==> src/rtl/comparator_pkg.sv <==
// Shared types and constants for the comparator and its bubble-sort sequencer.
package comparator_pkg;

    localparam int unsigned DATA_W = 4;

    typedef enum logic [1:0] {
        LOAD,
        SORT,
        DRAIN
    } sort_state_t;

    // Index width for a DEPTH-entry buffer; never narrower than one bit.
    function automatic int unsigned idx_width(input int unsigned depth);
        return (depth <= 32'd2) ? 32'd1 : 32'($clog2(depth));
    endfunction

endpackage

==> src/rtl/comparator_sort_ctrl_if.sv <==
// Valid/ready streaming ports of the sorter: operand load in, sorted entries out.
interface comparator_sort_ctrl_if;
    import comparator_pkg::*;

    logic              in_valid;
    logic              in_ready;
    logic [DATA_W-1:0] in_data;
    logic              out_valid;
    logic              out_ready;
    logic [DATA_W-1:0] out_data;

    modport master (
        output in_valid, in_data, out_ready,
        input  in_ready, out_valid, out_data
    );

    modport slave (
        input  in_valid, in_data, out_ready,
        output in_ready, out_valid, out_data
    );

endinterface

==> src/rtl/comparator.sv <==
// Combinational magnitude comparator; exactly one of EQ, A_GT_B, B_GT_A is high.
module comparator
    import comparator_pkg::*;
(
    input  logic [DATA_W-1:0] A,
    input  logic [DATA_W-1:0] B,
    output logic              EQ,
    output logic              A_GT_B,
    output logic              B_GT_A
);

    assign EQ     = (A == B);
    assign A_GT_B = (A > B);
    assign B_GT_A = (B > A);

endmodule

==> src/rtl/comparator_sort_ctrl.sv <==
// Bubble-sort sequencer: loads DEPTH values, sorts them in place with one shared comparator
// (one compare per clock), then streams them out in ascending order.
module comparator_sort_ctrl
    import comparator_pkg::*;
#(
    parameter int unsigned DEPTH = 4
) (
    input  logic                  clk,
    input  logic                  rst,
    comparator_sort_ctrl_if.slave bus,
    output logic                  sorted,
    output logic                  busy
);

    localparam int unsigned     IdxW    = idx_width(DEPTH);
    localparam logic [IdxW-1:0] LastIdx = IdxW'(DEPTH - 1);
    localparam logic [IdxW-1:0] LastJ   = IdxW'(DEPTH - 2);
    localparam logic [IdxW-1:0] IdxOne  = IdxW'(1);

    sort_state_t       state_q, state_d;
    logic [IdxW-1:0]   wr_idx_q, wr_idx_d;
    logic [IdxW-1:0]   rd_idx_q, rd_idx_d;
    logic [IdxW-1:0]   j_q, j_d, j_nxt;
    logic [IdxW-1:0]   pass_q, pass_d;
    logic              swapped_q, swapped_d;
    logic [DATA_W-1:0] mem_q [DEPTH];

    logic [DATA_W-1:0] cmp_a, cmp_b;
    logic              cmp_eq, cmp_a_gt_b, cmp_b_gt_a;
    logic              swap, load_we, swap_we;
    logic              in_ready, out_valid;
    logic [DATA_W-1:0] out_data;

    assign j_nxt = j_q + IdxOne;
    assign cmp_a = mem_q[j_q];
    assign cmp_b = mem_q[j_nxt];

    comparator u_cmp (
        .A      (cmp_a),
        .B      (cmp_b),
        .EQ     (cmp_eq),
        .A_GT_B (cmp_a_gt_b),
        .B_GT_A (cmp_b_gt_a)
    );

    // Only a strict greater-than swaps, which keeps equal values in arrival order.
    assign swap = cmp_a_gt_b & ~cmp_eq & ~cmp_b_gt_a;

    always_comb begin
        state_d   = state_q;
        wr_idx_d  = wr_idx_q;
        rd_idx_d  = rd_idx_q;
        j_d       = j_q;
        pass_d    = pass_q;
        swapped_d = swapped_q;
        in_ready  = 1'b0;
        out_valid = 1'b0;
        out_data  = '0;
        sorted    = 1'b0;
        busy      = 1'b0;
        load_we   = 1'b0;
        swap_we   = 1'b0;

        unique case (state_q)
            LOAD: begin
                in_ready = 1'b1;
                if (bus.in_valid) begin
                    load_we = 1'b1;
                    if (wr_idx_q == LastIdx) begin
                        state_d   = SORT;
                        j_d       = '0;
                        pass_d    = '0;
                        swapped_d = 1'b0;
                    end else begin
                        wr_idx_d = wr_idx_q + IdxOne;
                    end
                end
            end
            SORT: begin
                busy    = 1'b1;
                swap_we = swap;
                if (j_q == LastJ) begin
                    if (!(swapped_q || swap) || (pass_q == LastJ)) begin
                        state_d = DRAIN;
                        sorted  = 1'b1;
                    end else begin
                        j_d       = '0;
                        pass_d    = pass_q + IdxOne;
                        swapped_d = 1'b0;
                    end
                end else begin
                    j_d       = j_nxt;
                    swapped_d = swapped_q | swap;
                end
            end
            DRAIN: begin
                busy      = 1'b1;
                out_valid = 1'b1;
                out_data  = mem_q[rd_idx_q];
                if (bus.out_ready) begin
                    if (rd_idx_q == LastIdx) begin
                        state_d  = LOAD;
                        wr_idx_d = '0;
                        rd_idx_d = '0;
                    end else begin
                        rd_idx_d = rd_idx_q + IdxOne;
                    end
                end
            end
            default: state_d = LOAD;
        endcase

        // Reset masks every output and buffer write, whatever state was in force.
        if (rst) begin
            in_ready  = 1'b0;
            out_valid = 1'b0;
            out_data  = '0;
            sorted    = 1'b0;
            busy      = 1'b0;
            load_we   = 1'b0;
            swap_we   = 1'b0;
        end
    end

    always_ff @(posedge clk) begin
        if (rst) begin
            state_q   <= LOAD;
            wr_idx_q  <= '0;
            rd_idx_q  <= '0;
            j_q       <= '0;
            pass_q    <= '0;
            swapped_q <= 1'b0;
        end else begin
            state_q   <= state_d;
            wr_idx_q  <= wr_idx_d;
            rd_idx_q  <= rd_idx_d;
            j_q       <= j_d;
            pass_q    <= pass_d;
            swapped_q <= swapped_d;
        end
    end

    // Buffer content is don't-care after reset, so it carries no reset.
    always_ff @(posedge clk) begin
        if (load_we) begin
            mem_q[wr_idx_q] <= bus.in_data;
        end else if (swap_we) begin
            mem_q[j_q]   <= cmp_b;
            mem_q[j_nxt] <= cmp_a;
        end
    end

    assign bus.in_ready  = in_ready;
    assign bus.out_valid = out_valid;
    assign bus.out_data  = out_data;

endmodule

==> src/flat_wrapper.sv <==
// flat-port wrapper written by rule: the top's interface ports become plain ports
module comparator_sort_ctrl_flat import comparator_pkg::*;
#(
    parameter int unsigned DEPTH = 4
)
  (clk, rst, sorted, busy, bus_in_valid, bus_in_data, bus_out_ready, bus_in_ready, bus_out_valid, bus_out_data);
  comparator_sort_ctrl_if bus_i ();
  input  logic clk;
  input  logic rst;
  output logic sorted;
  output logic busy;
  input wire logic [$bits(bus_i.in_valid)-1:0] bus_in_valid;
  input wire logic [$bits(bus_i.in_data)-1:0] bus_in_data;
  input wire logic [$bits(bus_i.out_ready)-1:0] bus_out_ready;
  output wire logic [$bits(bus_i.in_ready)-1:0] bus_in_ready;
  output wire logic [$bits(bus_i.out_valid)-1:0] bus_out_valid;
  output wire logic [$bits(bus_i.out_data)-1:0] bus_out_data;
  assign bus_i.in_valid = bus_in_valid;
  assign bus_i.in_data = bus_in_data;
  assign bus_i.out_ready = bus_out_ready;
  assign bus_in_ready = bus_i.in_ready;
  assign bus_out_valid = bus_i.out_valid;
  assign bus_out_data = bus_i.out_data;
  comparator_sort_ctrl #(.DEPTH(DEPTH)) u_core (.clk(clk), .rst(rst), .bus(bus_i), .sorted(sorted), .busy(busy));
endmodule
==> config.mk <==
export PLATFORM = sky130hd
export DESIGN_NAME = comparator_sort_ctrl_flat
export DESIGN_NICKNAME = d
export VERILOG_FILES = /design/src/rtl/comparator_pkg.sv /design/src/rtl/comparator_sort_ctrl_if.sv /design/src/rtl/comparator.sv /design/src/rtl/comparator_sort_ctrl.sv /design/src/flat_wrapper.sv
export SDC_FILE = /design/constraint.sdc
export NUM_CORES = 1
export LEC_CHECK = 0
export BUFFER_PORTS_ARGS = -buffer_cell sky130_fd_sc_hd__buf_2
export CORE_ASPECT_RATIO = 1.1
export CORE_MARGIN = 2
export CORE_UTILIZATION = 45
export DETAILED_ROUTE_END_ITERATION = 7
export MAX_ROUTING_LAYER = met4
export PLACE_DENSITY = 0.61
export SYNTH_ARGS = -nofsm -noshare
export SYNTH_HDL_FRONTEND = slang
export SYNTH_HIERARCHICAL = 1
export SYNTH_SLANG_ARGS = --single-unit
==> constraint.sdc <==
create_clock -name clk -period 5.5 [get_ports clk]
set_clock_uncertainty 0.05 [all_clocks]
set_input_delay 1.1 -clock clk [delete_from_list [all_inputs] [get_ports clk]]
set_output_delay 1.1 -clock clk [all_outputs]
set_load 0.02 [all_outputs]
# ---- Word-level counts from Yosys, hierarchy flattened
# Memories as Yosys holds them, arrays and structs flattened. A register that Yosys moved wholly into a read port is not among the register bits.
# Cells that the tools add are included.
dict set report word_totals {
  reg_bits 11
  ramBits 16
  in_bits 8
  out_inout_bits 8
  word_cells 100
  n_memories 1
}
dict set report classes {
  add_sub_neg 4
  n_lt_le_gt_ge 2
  eq_ne 16
  muxes 53
  bitwise 5
  reduce_logical 13
}
# memory words word_bits rd rd_ports_with_merged_regs write_ports line
set memory_table {}
lappend memory_table {u_core.mem_q 4 4 3 2 2 comparator_sort_ctrl.sv:26} ;# logic [DATA_W-1:0] mem_q [DEPTH];
# operator count
set op_table {}
lappend op_table {{$mux W2} 20}
lappend op_table {{$mux W1} 25}
lappend op_table {{$mux W4} 3}
lappend op_table {{$pmux W2 S2} 3}
lappend op_table {{$eq A2 B2 Y1 const B} 5}
lappend op_table {{$reduce_and A5 Y1} 2}
lappend op_table {{$add A2 B1 Y2 const B} 4}
lappend op_table {{$gt A4 B4 Y1} 2}
lappend op_table {{$ne A2 B1 Y1 const B} 4}
lappend op_table {{$ne A2 B2 Y1 const B} 4}
lappend op_table {{$pmux W2 S3} 1}
lappend op_table {{$reduce_and A6 Y1} 1}
lappend op_table {{$eq A4 B4 Y1} 1}
lappend op_table {{$reduce_and A4 Y1} 1}
lappend op_table {{$reduce_bool A2 Y1} 2}
lappend op_table {{$reduce_or A4 Y1} 1}
lappend op_table {{$ne A3 B3 Y1 const B} 1}
lappend op_table {{$and A1 B1 Y1} 2}
lappend op_table {{$eq A2 B1 Y1 const B} 1}
lappend op_table {{$logic_not A2 Y1} 1}
lappend op_table {{$logic_or A1 B1 Y1} 2}
lappend op_table {{$not A1 Y1} 2}
lappend op_table {{$pmux W1 S2} 1}
lappend op_table {{$reduce_and A2 Y1} 1}
lappend op_table {{other kinds (3)} 3}

# ---- Logic depth before layout (Yosys ltp)
# Gate-level depths: netlist of the first run.
# An unclocked memory read counts as a cell.
dict set report logic_depth {
  ltp_word 14
  ltp_mapped 14
  mapped_depth_nobuf 12
}

# ---- Modules after synthesis
# The synthesis of the first run kept the hierarchy.
# mod instances cells_per_inst area_each_um2 seq_area_each_um2
set by_module_without_submodules {}
lappend by_module_without_submodules {comparator_sort_ctrl 1 188 2062.0 780.7}
lappend by_module_without_submodules {comparator 1 16 128.9 0.0}

# ---- Worst setup path before layout of the first run
# No wires, ideal clock.
dict set report synth_timing {
  path_kind {register -> output}
  startpoint {reg u_core.j_q[0]}
  endpoint {out sorted}
  arrival_time_ns 3.199
  t_required_ns 4.350
  slack_ns 1.151
  stages_incl_launch_ff 12
  n_path_buf 1
  cell_sequence {dfxtp_1 -> buf_2 -> inv_1 -> ha_1 -> mux4_1 -> ha_1 -> nand2_1 -> nor2_1 -> a21oi_2 -> or4b_4 -> and2_4 -> and3_1}
}
dict set report synth_via {
  elab_chain_len 13
  elab_cells_between_ends 17
  classes_between {add/sub: 1; order compare: 2; eq/ne: 2; mux: 4; bitwise: 4; reduce/logical: 3; memory: 1}
}
# element line
set synth_lines {}
lappend synth_lines {{start, declared} comparator_sort_ctrl.sv:23} ;# logic [IdxW-1:0] j_q, j_d, j_nxt;
lappend synth_lines {{start signal, assigned} comparator_sort_ctrl.sv:137} ;# j_q <= j_d;
lappend synth_lines {{$add A2 B1 Y2} comparator_sort_ctrl.sv:34} ;# assign j_nxt = j_q + IdxOne;
lappend synth_lines {{$mem_v2 Z4 W4} -}
lappend synth_lines {{via u_core.cmp_b[3]} comparator_sort_ctrl.sv:28} ;# logic [DATA_W-1:0] cmp_a, cmp_b;
lappend synth_lines {{$eq A4 B4 Y1} comparator.sv:12} ;# assign EQ = (A == B);
lappend synth_lines {{via u_core.cmp_eq} comparator_sort_ctrl.sv:29} ;# logic cmp_eq, cmp_a_gt_b, cmp_b_gt_a;
lappend synth_lines {{$not A1 Y1} comparator_sort_ctrl.sv:47} ;# assign swap = cmp_a_gt_b & ~cmp_eq & ~cmp_b_gt_a;
lappend synth_lines {{$and A1 B1 Y1 (2 in series)} comparator_sort_ctrl.sv:47}
lappend synth_lines {{$logic_or A1 B1 Y1} comparator_sort_ctrl.sv:83} ;# if (!(swapped_q || swap) || (pass_q == LastJ)) begin
lappend synth_lines {{$logic_not A1 Y1} comparator_sort_ctrl.sv:83}
lappend synth_lines {{$logic_or A1 B1 Y1} comparator_sort_ctrl.sv:83}
lappend synth_lines {{$mux W1} comparator_sort_ctrl.sv:83}
lappend synth_lines {{$mux W1} comparator_sort_ctrl.sv:82} ;# if (j_q == LastJ) begin
lappend synth_lines {{$mux W1} comparator_sort_ctrl.sv:64} ;# unique case (state_q)
lappend synth_lines {{$mux W1} comparator_sort_ctrl.sv:114} ;# if (rst) begin
lappend synth_lines {{end, declared} flat_wrapper.sv:10} ;# output logic sorted;
# The timed path passes the listed nets, and every way through them passes these cells.

# ---- Final worst setup path of the first run
dict set report layout_timing {
  startpoint {reg u_core.j_q[1]}
  endpoint {out sorted}
}
# Same word-level chain as after synthesis.

==> impl_results.md, run 1 <==
* Status: complete, no violations
* Hold_buf cts at 0
* Final count of hold timing violations at 0
* Setup Viol. Count Final at 0
* Clock power share at 24.4%
* Row count at 26
* Post-synth EDFFs at 16
* Max-cap check violation count at 0
* Gr ovfl total at 0
* Switching share of total power at roughly a third
* Post-synthesis cell type count at 44
* First-pass GRT wire length at 8020 um
* Fmax achieved at between 0.2 and 0.25 GHz
* Net Sw Power at 0.000278 W
* Layout cells sized above 1 at 20.5%
* Vias at around 1700
* Antenna-violating nets left at 0
* Critical Path Fanout Max at 8
* Top FF cell, synth: edfxtp_1
* Worst hold path class: reg -> reg
* Die H at slightly below 80 um
* Final RePlAce weighted congestion at 0.839
* # resized after CTS at 0
* Leak at between 0.9 and 1 nW
* Vias in the first global route at ~1600
* Final period demand of the worst path at approximately 4900 ps
* Cells after synthesis at 204
* PortBufs at 15
* CP required at about 4400 ps
* CTS buffer count at 5
* Pins over their slew limit at 0
* Post-DP Area at between 2000 and 2500 sq um
* Pwr/cell area at between 300 and 400 nW/um^2
* CTS sink count at 31
* WP data arrival at 3760 ps
* Avg Inst Size Synth at between 10 and 15 sq um
* Synth Register Bits at 31
* Final instance area at approximately 2400 sq um
* Synth Warn # at 6
* Syn nets at 228
* Logic pwr share at between 30% and 40%
* Fin Setup TNS at 0 ps
* Ports at 16
* Core ar. at 4650 sq um
* Residual DRC at 0
* Reg clk slew, reported paths at about 70 ps
* Slowest CP cell: mux4_1
* Synthesized area at roughly 2200 sq um
* Critical path class: reg -> out
* # diodes at 0
* Chip Width at ~71 um
* Area Growth Syn to Fin at 9.65%
* Depth of the CTS H-tree at 2
* Initial antenna violation count at 0
* Flop pwr share at a little over a third
* Buf/Inv on CP at 2
* Max stage delay on crit path at approximately 700 ps
* Initial Util at between 40% and 50%
* DR WL/cell at ~18 um
* Iteration-0 DRC Markers at 84
* Fin crit share at 89.3%
* Placed cells at roughly 270
* Most frequent CP cell: ha_1
* GRT Util Overall at roughly a fifth
* HPWL after DPL at around 3700 um
* Post-synthesis sequential area ratio at roughly 36%
* Largest net degree at the start of global routing at 18
* Post-CTS setup repair buffer count at 0
* Via density per instance at 5.98
* Die area at ~5400 sq um
* Worst path cell trace: inv_1 -> ha_1 -> mux4_1 -> ha_1 -> nand2_1 -> nor2_1 -> a21oi_2 -> or4b_4 -> and2_4 -> and3_1 -> buf_2
* Worst-margin pin slew at slightly above 1000 ps
* Async SR Flop Fraction at 0%
* Worst VDD drop at roughly 0.19 mV
* DRT Pass-1 Iters at 4
* Root Buffer: clkbuf_8
* P_int at between 0.0005 and 0.0006 W
* RSZ-0062 raised after global routing: false
* # nets final at approximately 240
* Worst skew pair latency at between 200 and 300 ps
* Worst setup SP type: flop
* CTS tree: yes
* Clock buffer depth at 2
* Max_slew headroom at between 30% and 40%
* Final WL at slightly below 5000 um
* Non-filler cells, final at around 280
* CP top delay family: simple AND/OR/NAND/NOR gates
* Crit. End Element: primary output
path summary, 6_finish.rpt:
path,startpoint,end,slack (ps),depth (start not counted)
max,u_core/j_q[1],sorted,590,11
min reg2reg,u_core/swapped_q,u_core/swapped_q,420,2
max reg2reg,u_core/j_q[1],u_core/mem_q[2][3],1140,10
min,u_core/swapped_q,u_core/swapped_q,420,2
cell families after synthesis:
logic type / share of synthesized area [%]
flip-flops: 35.6
buffers and inverters: 4.63
AND/OR/NAND/NOR: 15.1
adder cells (fa/ha/maj): 9.14
AO/OA/AOI/OAI: 13.6
multiplexers: 21.9
cell usage in the layout (no fill, tap or decap), types with 2 or more instances in the layout:
master / count
a21boi_2: 2
nand4_1: 3
a21oi_1: 26
nand2_1: 6
nand2b_1: 5
ha_1: 16
mux4_1: 5
edfxtp_1: 16
mux4_2: 7
o22ai_1: 2
nor2b_1: 9
buf_2: 15
o21ai_0: 4
inv_1: 14
buf_4: 2
and3_1: 2
mux2i_1: 19
dfxtp_1: 15
nor2_1: 12
nor3_1: 4
clkbuf_8: 7
nand3_1: 6
metrics by stage:
step           util, %  hold WS (ps)  setup WS, ps  total power [W]
3_5_place_dp      49.5           420           954         0.000611
3_3_place_gp      49.5           413          1050         0.000601
2_1_floorplan        -           392          1150         0.000546
6_report          51.6           420           588         0.000804
5_1_grt           51.6           460           415         0.000853
4_1_cts           51.6           430           620         0.000810
synthesized netlist by cell type, types with 2 or more instances:
master	instances	share of area, %
a21oi_1	26	5.9
mux2i_1	19	8.7
edfxtp_1	16	22
ha_1	16	9.1
dfxtp_1	15	14
inv_1	14	2.4
nor2_1	12	2.1
nor2b_1	9	2.6
mux4_2	7	7.2
nand2_1	6	1.0
nand3_1	6	1.4
mux4_1	5	6.0
nand2b_1	5	1.4
buf_2	4	0.91
clkbuf_1	4	0.69
nor3_1	4	0.91
o21ai_0	4	0.91
nand4_1	3	0.86
a21boi_2	2	1.0
and3_1	2	0.57
o22ai_1	2	0.57
layout make-up:
class	instances	area, sq um
Clock buffer	8	100
Fill cell	421	2250
Inverter	14	52.6
Multi-Input combinational cell	150	1310
Sequential cell	31	781
Tap cell	56	70.1
Timing Repair Buffer	17	90.1
power by group through the flow:
stage	combinational [W]	clock (W)	sequential [W]
5_1_grt	0.000345	0.000211	0.000298
2_1_floorplan	0.000255	0	0.000290
3_3_place_gp	0.000303	0	0.000298
6_report	0.000313	0.000197	0.000295
4_1_cts	0.000313	0.000203	0.000294
3_5_place_dp	0.000312	0	0.000299
worst register-to-register path: stages, from the launching register on:
cell and delay, ps:
dfxtp_1 460, inv_1 120, ha_1 430, mux4_1 690
ha_1 340, a21oi_1 250, and2_1 180, nor3b_1 250
and3_1 530, inv_1 160, o32ai_1 530
metal layers:
metal  vias to the layer above  wire length [um]  global-route usage [%]
met3                         6               292                    4.20
met1                       791              2040                    24.1
li1                        793                 -                       -
met4                         0                74                    5.58
met2                        60              2540                    32.0
met5                         -                 0                       -
Note: power is estimated with default switching activity, not from simulation.
==> inputs of run 2 (changes only) <==
clock period = 6.3 ns   (was 5.5 ns; I/O delays follow)
==> impl_results.md, run 2 (synthesis gave the netlist of run 1 again) <==
* Antenna-violating nets left at 0 (unchanged)
* Residual DRC at 0 (unchanged)
* CTS sink count at 31 (unchanged)
* Final count of hold timing violations at 0 (unchanged)
* CP required at 4990 ps (+640 ps)
* CTS tree: yes
* Worst path cell trace: inv_1 -> ha_1 -> mux4_1 -> ha_1 -> nand2_1 -> nor2_1 -> a21oi_2 -> or4b_4 -> and2_4 -> and3_1 -> buf_2
* Pins over their slew limit at 0 (unchanged)
* WP data arrival at 3980 ps (+220 ps)
* Vias in the first global route at 1671 (+4.2%)
* R2R Path Start: u_core/j_q[0]
* Fillers at 436 (+3.6%)
* Clock buffer depth at 2 (unchanged)
* Final RePlAce weighted congestion at 0.853 (+1.7%)
* Worst skew pair latency at 290 ps (about the same)
* Via density per instance at 6.12 (+2.4%)
* Row count at 26 (unchanged)
* Root Buffer: clkbuf_8
* HPWL after DPL at 3900 um (+4.6%)
* Iteration-0 DRC Markers at 133 (+58%)
* CP top delay family: simple AND/OR/NAND/NOR gates
* Crit. End Element: primary output
* Hold_buf cts at 0 (unchanged)
* Leak at 0.902 nW (-0.13%)
* DR WL/cell at 19.0 um (+6.2%)
* Reg2reg setup slack at 1560 ps (+420 ps)
* Launch point of the worst path: u_core/j_q[0]
* Worst path depth at 11 (unchanged)
* Max-cap check violation count at 0 (unchanged)
* Vias at 1678 (+1.7%)
* Reg clk slew, reported paths at 60 ps (about the same)
* Chip Width at 70.5 um (unchanged)
* Commonest non-fill, non-tap cell in the layout: a21oi_1
* Slowest CP cell: mux4_1
* Setup crit end: sorted
* Worst r2r dst: u_core/mem_q[2][2]
* Initial antenna violation count at 0 (unchanged)
* Die H at 77.2 um (unchanged)
* # diodes at 0 (unchanged)
* Gr ovfl total at 0 (unchanged)
* Max stage delay on crit path at 680 ps (about the same)
* Setup Viol. Count Final at 0 (unchanged)
* GRT Util Overall at 20.6% (+1.1 points)
* Worst-margin pin slew at 1000 ps (-30.8 ps)
* Ports at 16 (unchanged)
* Multi-input logic area at 1310 sq um (unchanged)
* Final core area utilization at 51.7% (+0.054 points)
* Area Growth Syn to Fin at 9.77%
* Largest net degree at the start of global routing at 23 (+5)
* Pwr/cell area at 308 nW/um^2 (-7.9%)
* Buf/Inv on CP at 2 (unchanged)
* Initial Util at 47.1% (unchanged)
* Fmax achieved at 0.189 GHz
* Die area at 5440 sq um (unchanged)
* Worst VDD drop at 0.157 mV (-18%)
* Most frequent cells in the layout: a21oi_1, mux2i_1, ha_1, edfxtp_1
* Core ar. at 4650 sq um (unchanged)
* First-pass GRT wire length at 8400 um (+4.8%)
* CTS buffer count at 5 (unchanged)
* RSZ-0062 raised after global routing: false
* Most frequent CP cell: ha_1
* DRT Pass-1 Iters at 4 (unchanged)
* Final instance area at 2400 sq um (+0.10%)
* Final period demand of the worst path at ~5300 ps
* Reg2reg path depth at 11 (+1)
* Max_slew headroom at 33.0% (+2.1 points)
* Status: complete, no violations
* Critical path class: reg -> out
* Final WL at 5210 um (+5.4%)
* # resized after CTS at 0 (unchanged)
* Final hold slack at 421 ps (+0.632 ps)
* Register area at 781 sq um (unchanged)
* Worst setup SP type: flop
* Post-DP Area at 2290 sq um (-0.65%)
* PortBufs at 15 (unchanged)
* Fin crit share at 84.0%
* # nets final at 241 (-0.82%)
* Critical Path Fanout Max at 11 (+3)
* Layout cells sized above 1 at 20.2% (-0.27 points)
* Post-CTS setup repair buffer count at 0 (unchanged)
* Pwr Total at 0.000742 W (-7.8%)
* Worst hold path class: reg -> reg
* Fin Setup TNS at 0 ps (unchanged)
* Depth of the CTS H-tree at 2 (unchanged)
run 2: cell count changes in the layout (fill, tap and decap cells not counted), sizes merged:
cell / previous run / this run
clkinv: 0 / 1
bufinv: 0 / 1
buf: 17 / 15
clkbuf: 8 / 6
run 2: power breakdown:
group          switching (W)  internal, W
combinational       0.000152     0.000123
clock              0.0000789     0.000128
sequential         0.0000240     0.000236
run 2: routing by layer:
layer | GRT usage [%] | vias to the layer above | wire, um
met4 | 9.62 | 0 | 198
met5 | - | - | 0
li1 | - | 788 | -
met1 | 24.1 | 811 | 2080
met2 | 33.6 | 58 | 2630
met3 | 4.60 | 21 | 294
run 2: how the worst min path moves through the flow:
stage                          start          endpoint  slack [ps]  cells past startpoint
CTS                 u_core/swapped_q  u_core/swapped_q         420                      2
global route        u_core/swapped_q  u_core/swapped_q         450                      2
finish              u_core/swapped_q  u_core/swapped_q         420                      2
floorplan           u_core/swapped_q  u_core/swapped_q         390                      2
detailed placement  u_core/swapped_q  u_core/swapped_q         410                      2
global placement    u_core/swapped_q  u_core/swapped_q         410                      2
run 2: stage by stage:
| stage | std cells | setup slack, ps |
|---|---|---|
| finish | 274 | 1010 |
| global route | 274 | 863 |
| CTS | 274 | 1050 |
| detailed placement | 266 | 1370 |
| global placement | 266 | 1500 |
| floorplan | 204 | 1790 |
run 2: tightest hold or removal path, stage by stage, from the launching register on:
cell and delay, ps:
dfxtp_1 300, inv_1 50, a221oi_1 60
run 2: area by class of cell:
cell class              instances  area share, %
well taps                      56           2.91
clock inverters                 2           1.46
inverters                      14           2.19
clock buffers                   6           3.43
multi-input cells             150           54.4
repair buffers                 15           3.12
flip-flops and latches         31           32.5
